==> src/rtl/seq_seg_player.sv <==
`default_nettype none
// ============================================================================
// Module   : seq_seg_player
// Brief    : Steps through a packed digit table at a prescaled rate and shows
//            the current digit on an active-low 7-segment display.
// Revision : 1.0
// ============================================================================
module seq_seg_player #(
    parameter int                 STEPS = 6,
    parameter int                 CNT_W = 3,
    parameter int                 DIV   = 50000000,
    parameter logic [STEPS*4-1:0] SEQ   = {4'd0, 4'd0, 4'd1, 4'd2, 4'd3, 4'd0}
) (
    input  logic             clk,
    input  logic             rst,
    input  logic             start,
    input  logic             en,
    input  logic             mode,
    input  logic             dir,
    output logic [CNT_W-1:0] count,
    output logic [6:0]       seg,
    output logic             dpt,
    output logic             done
);

    localparam int                 c_pre_w   = $clog2(DIV);
    localparam logic [c_pre_w-1:0] c_pre_max = c_pre_w'(DIV - 1);
    localparam logic [CNT_W-1:0]   c_last    = CNT_W'(STEPS - 1);

    typedef enum logic [1:0] {
        S_IDLE = 2'd0,
        S_RUN  = 2'd1,
        S_DONE = 2'd2
    } state_t;

    state_t             r_state, w_state_nxt;
    logic [c_pre_w-1:0] r_pre, w_pre_nxt;
    logic [CNT_W-1:0]   r_count, w_count_nxt;
    logic               r_dir, w_dir_nxt;
    logic [6:0]         r_seg, w_seg_nxt;
    logic               r_dpt, w_dpt_nxt;
    logic               w_tick;
    logic               w_at_term;
    logic [3:0]         w_digit;

    assign w_tick    = (r_state == S_RUN) && en && (r_pre == c_pre_max);
    assign w_at_term = dir ? (r_count == '0) : (r_count == c_last);

    always_ff @(posedge clk or posedge rst) begin
        if (rst) begin
            r_state <= S_IDLE;
            r_pre   <= '0;
            r_count <= '0;
            r_dir   <= 1'b0;
            r_seg   <= 7'b1111111;
            r_dpt   <= 1'b1;
        end else begin
            r_state <= w_state_nxt;
            r_pre   <= w_pre_nxt;
            r_count <= w_count_nxt;
            r_dir   <= w_dir_nxt;
            r_seg   <= w_seg_nxt;
            r_dpt   <= w_dpt_nxt;
        end
    end

    // start restarts from any state and wins over a coincident tick
    always_comb begin
        w_state_nxt = r_state;
        w_pre_nxt   = r_pre;
        w_count_nxt = r_count;
        w_dir_nxt   = r_dir;
        if (start) begin
            w_state_nxt = S_RUN;
            w_pre_nxt   = '0;
            w_count_nxt = dir ? c_last : '0;
            w_dir_nxt   = dir;
        end else begin
            case (r_state)
                S_RUN: begin
                    if (w_tick) begin
                        w_pre_nxt = '0;
                        w_dir_nxt = dir;
                        if (w_at_term) begin
                            if (mode) w_state_nxt = S_DONE;
                            else      w_count_nxt = dir ? c_last : '0;
                        end else begin
                            w_count_nxt = dir ? (r_count - 1'b1) : (r_count + 1'b1);
                        end
                    end else if (en) begin
                        w_pre_nxt = r_pre + 1'b1;
                    end
                end
                S_IDLE, S_DONE: ;
                default: w_state_nxt = S_IDLE;
            endcase
        end
    end

    assign w_digit = 4'(SEQ >> {r_count, 2'b00});

    // Display pipeline stage: decodes the present count/state for the next cycle
    always_comb begin
        w_seg_nxt = 7'b1111111;
        w_dpt_nxt = 1'b1;
        if (r_state != S_IDLE) begin
            if ((r_count > c_last) || (w_digit > 4'd9)) begin
                w_seg_nxt = 7'b0000000;
                w_dpt_nxt = 1'b0;
            end else begin
                case (w_digit)
                    4'd0:    w_seg_nxt = 7'b1000000;
                    4'd1:    w_seg_nxt = 7'b1111001;
                    4'd2:    w_seg_nxt = 7'b0100100;
                    4'd3:    w_seg_nxt = 7'b0110000;
                    4'd4:    w_seg_nxt = 7'b0011001;
                    4'd5:    w_seg_nxt = 7'b0010010;
                    4'd6:    w_seg_nxt = 7'b0000010;
                    4'd7:    w_seg_nxt = 7'b1111000;
                    4'd8:    w_seg_nxt = 7'b0000000;
                    4'd9:    w_seg_nxt = 7'b0010000;
                    default: w_seg_nxt = 7'b0000000;
                endcase
                w_dpt_nxt = (r_count == (r_dir ? '0 : c_last)) ? 1'b0 : 1'b1;
            end
        end
    end

    assign count = r_count;
    assign seg   = r_seg;
    assign dpt   = r_dpt;
    assign done  = (r_state == S_DONE);

endmodule
`default_nettype wire

==> config.mk <==
export PLATFORM = sky130hd
export DESIGN_NAME = seq_seg_player
export DESIGN_NICKNAME = d
export VERILOG_FILES = /design/src/rtl/seq_seg_player.sv
export SDC_FILE = /design/constraint.sdc
export NUM_CORES = 1
export LEC_CHECK = 0
export CORE_MARGIN = 2
export CORE_UTILIZATION = 45
export DETAILED_ROUTE_END_ITERATION = 8
export GPL_TIMING_DRIVEN = 0
export SETUP_SLACK_MARGIN = 0.02
export SLEW_MARGIN = 20
export SYNTH_ARGS = -nofsm -noshare
export SYNTH_HDL_FRONTEND = slang
export SYNTH_SLANG_ARGS = --single-unit
==> constraint.sdc <==
create_clock -name clk -period 4.5 [get_ports clk]
set_input_delay 0.675 -clock clk [delete_from_list [all_inputs] [get_ports clk]]
set_output_delay 0.675 -clock clk [all_outputs]
set_load 0.01 [all_outputs]
==> out/metrics.csv <==
stage,metric,value,unit
timing,setup_viol,0,
cells_and_area,layout-drive-gt1-share,11.2,%
placement,dp_hpwl,3180,um
clock_tree,htreeDepth,2,
critical_path,start_kind,input pin,
clock_tree,cts_max_path_buffers,2,
critical_path,crit_chain,clkdlybuf4s50_1 -> nand4b_1 -> nor4_2 -> nand4_4 -> nand2_1 -> buf_2 -> nor2_1,
power_and_ir_drop,swShare,24.7,%
floorplanning,io_pins,18,
timing,finalHoldViolCount,0,
timing,holdWs,0.479,ns
yosys,yosysWarningCount,0,
clock_tree,cts_tree,built,
critical_path,r2r_slack,2.13,ns
global_routing,antenna_found_initial,0,
global_routing,use_met1,26.5,%
timing,setup_tns,0,ns
cells_and_area,nNetsFinal,250,
yosys,ys_seq_area_share,47.5,%
timing,max_freq,393,MHz
timing,report.final.slew_viol_count,0,
floorplanning,dieArea,5170,um2
power_and_ir_drop,power_switching,175,uW
timing,max_slew.worst_pin.slew,0.462,ns
floorplanning,die_h,71.9,um
timing,relSlewSlack,69.2,%
timing,skew,0.0110,ns
clock_tree,cts_resized,0,
cells_and_area,nFillCells,399,
clock_tree,clkTransAtPathRegs,0.08,ns
job,drv_cap,0,
hold_path,hold_depth,1,
cells_and_area,area_growth,16.6,%
yosys,synth_edf_count,0,
power_and_ir_drop,share_comb_of_total_power,12.1,%
clock_tree,clock-sinks,39,
timing,fin_crit,2.54,ns
cells_and_area,register_area,985,um2
yosys,syn_area,2070,um2
power_and_ir_drop,p_int,535,uW
yosys,synth_nets,226,
yosys,synth-main-ff-cell,dfrtp_1,
critical_path,worst_r2r_startpoint,r_pre[0],
global_routing,use_met2,28.0,%
critical_path,critical_path_class,in2reg,
yosys,ys_ff_latch,39,
timing,period_share,56.5,%
critical_path,crit_buf_inv,2,
routing,wl_per_cell,15.0,um
cells_and_area,antenna_cells,0,
routing,drt_iter0_drc,89,
placement,io_buffers,16,
critical_path,worstPathMaxFanout,10,
yosys,synthCells,216,
critical_path,cp.arrival,2.72,ns
critical_path,crit_family,simple AND/OR/NAND/NOR gates,
clock_tree,numCtsBuffers,5,
clock_tree,post_cts_buffers,0,
power_and_ir_drop,p_seq_share,53.1,%
clock_tree,hold_buffers,0,
hold_path,hold_class,reg2reg,
critical_path,cpPeakStageDelay,0.50,ns
cells_and_area,multi_input_area,1020,um2
power_and_ir_drop,powerDensity,293,nW/um2
hold_path,min_to,seg[1],
floorplanning,start_util,47.3,%
yosys,syn_avg_cell_area,9.60,um2
global_routing,grt.busiest_layer,met2,
routing,final_antenna_net_count,0,
power_and_ir_drop,clockPowerShare,34.8,%
global_routing,first_global_vias,1572,
routing,vias_per_cell,5.69,
critical_path,cp-end-kind,register,
routing,routed_wl,4400,um
global_routing,grt_max_degree,26,
floorplanning,coreArea,4380,um2
placement,place.gp.congestion,0.840,
power_and_ir_drop,vdd_drop_max,0.215,mV
critical_path,r2r_cells,7,
critical_path,critical_path.slowest_cell,clkdlybuf4s50_1,
critical_path,r2r-end,r_pre[8],
global_routing,grt_first_pass_wirelength,7420,um
yosys,async_reset_ff_share,100,%
clock_tree,cts-root-buf,clkbuf_8,
routing,drcViolationCount,0,
critical_path,critPathRequiredTime,4.68,ns
global_routing,grtUsageMet3,4.17,%
hold_path,hp-start,r_state[1],
power_and_ir_drop,p_leak,0.000974,uW
global_routing,grt_usage,18.7,%
global_routing,grt_overflow,0,
timing,rsz0062_at_grt,no,
placement,dp.cells,285,
routing,via_count,1667,
yosys,yosysUniqueCellTypes,43,
cells_and_area,stdcell_count,293,
floorplanning,die_w,71.9,um
clock_tree,clkLatencyLatePin,0.29,ns
routing,firstDrtPassIters,4,
run_status,outcome,finished clean,
floorplanning,rows,24,
-- power groups by stage --
stage                     clock network, uW  logic [uW]  registers [uW]
final                                   247        86.1             377
after floorplan                           0        43.0             387
after global routing                    269        96.4             379
after global placement                    0        82.1             383
after CTS                               254        87.1             377
after detailed placement                  0        86.7             384
-- per-layer routing --
metal	vias up	part of all wire, %
li1	793	-
met1	822	48
met2	46	45
met3	6	5.3
met4	0	1.5
met5	-	0
-- flip-flops by register name (all words and copies together) (netlist names) --
register,count
count,3
dpt,1
seg,6
r_dir,1
r_state,2
r_pre,26
-- final cells by class --
type | count | area share [%]
Buffer | 8 | 1.55
Timing Repair Buffer | 17 | 7.76
Inverter | 9 | 1.40
Clock inverter | 1 | 0.207
Clock buffer | 7 | 3.57
Sequential cell | 39 | 40.7
Tap cell | 52 | 2.69
Multi-Input combinational cell | 160 | 42.1
-- worst max-delay path by stage --
stage                     start        to  slack (ns)  depth (start not counted)
final                        en  r_pre[8]        1.96                          7
after global routing         en  r_pre[8]        1.79                          7
after detailed placement     en  r_pre[8]        1.66                          7
after global placement       en     r_dir        1.67                          6
after CTS                    en  r_pre[8]        1.98                          7
after floorplan              en  count[0]        2.41                          5
-- Yosys cell counts (2+ instances only) --
cell type  instances  area [um2]
xnor2_1           19         166
nand2_1           15        56.3
nor4_1             7        43.8
nand3_1            8        40.0
nor3_1            10        50.1
o21ai_0            7        35.0
and3_1             6        37.5
nand3b_1           4        30.0
and2_1             2        12.5
or2_2              2        12.5
xor2_1             5        43.8
buf_2              3        15.0
ha_1               3        37.5
nor2b_1            3        18.8
nor2_1            35         131
and4_1             3        26.3
nand4_1            7        43.8
o21a_1             2        15.0
a21oi_1            3        15.0
dfrtp_1           32         801
inv_1              9        33.8
dfstp_2            7         184
clkbuf_1           4        15.0
-- metrics by stage --
stage / setup WS, ns / utilization (%) / power, uW / area [um2]
2_1_floorplan: 2.41 / - / 430 / 2070
3_3_place_gp: 1.67 / 52.5 / 465 / 2300
3_5_place_dp: 1.66 / 53.1 / 471 / 2330
4_1_cts: 1.98 / 55.2 / 719 / 2420
5_1_grt: 1.79 / 55.2 / 744 / 2420
6_report: 1.96 / 55.2 / 710 / 2420
-- layout by cell type (no fill, tap or decap), drive strengths merged, types with 7 or more instances in the layout --
master,count
nor2,35
inv,9
dfrtp,32
nand3,8
dfstp,7
clkbuf,11
clkdlybuf4s50,16
o21ai,7
nor4,8
xnor2,19
nand2,15
nand4,8
nor3,11
-- kinds of logic (layout without fill, tap and decap cells) --
group                      count (synthesis)  in the layout  share of synthesized area [%]
and+or+nand+nor                          111            111                           28.8
DFF                                       39             39                           47.5
xor gates and xnor gates                  24             24                           10.1
AOI/OAI and AO/OA                         18             18                           5.67
buffers and inverters                     17             42                           3.44
adders and majority gates                  4              4                           2.77
muxes                                      3              3                           1.75
Note: power is estimated with default switching activity, not from simulation.
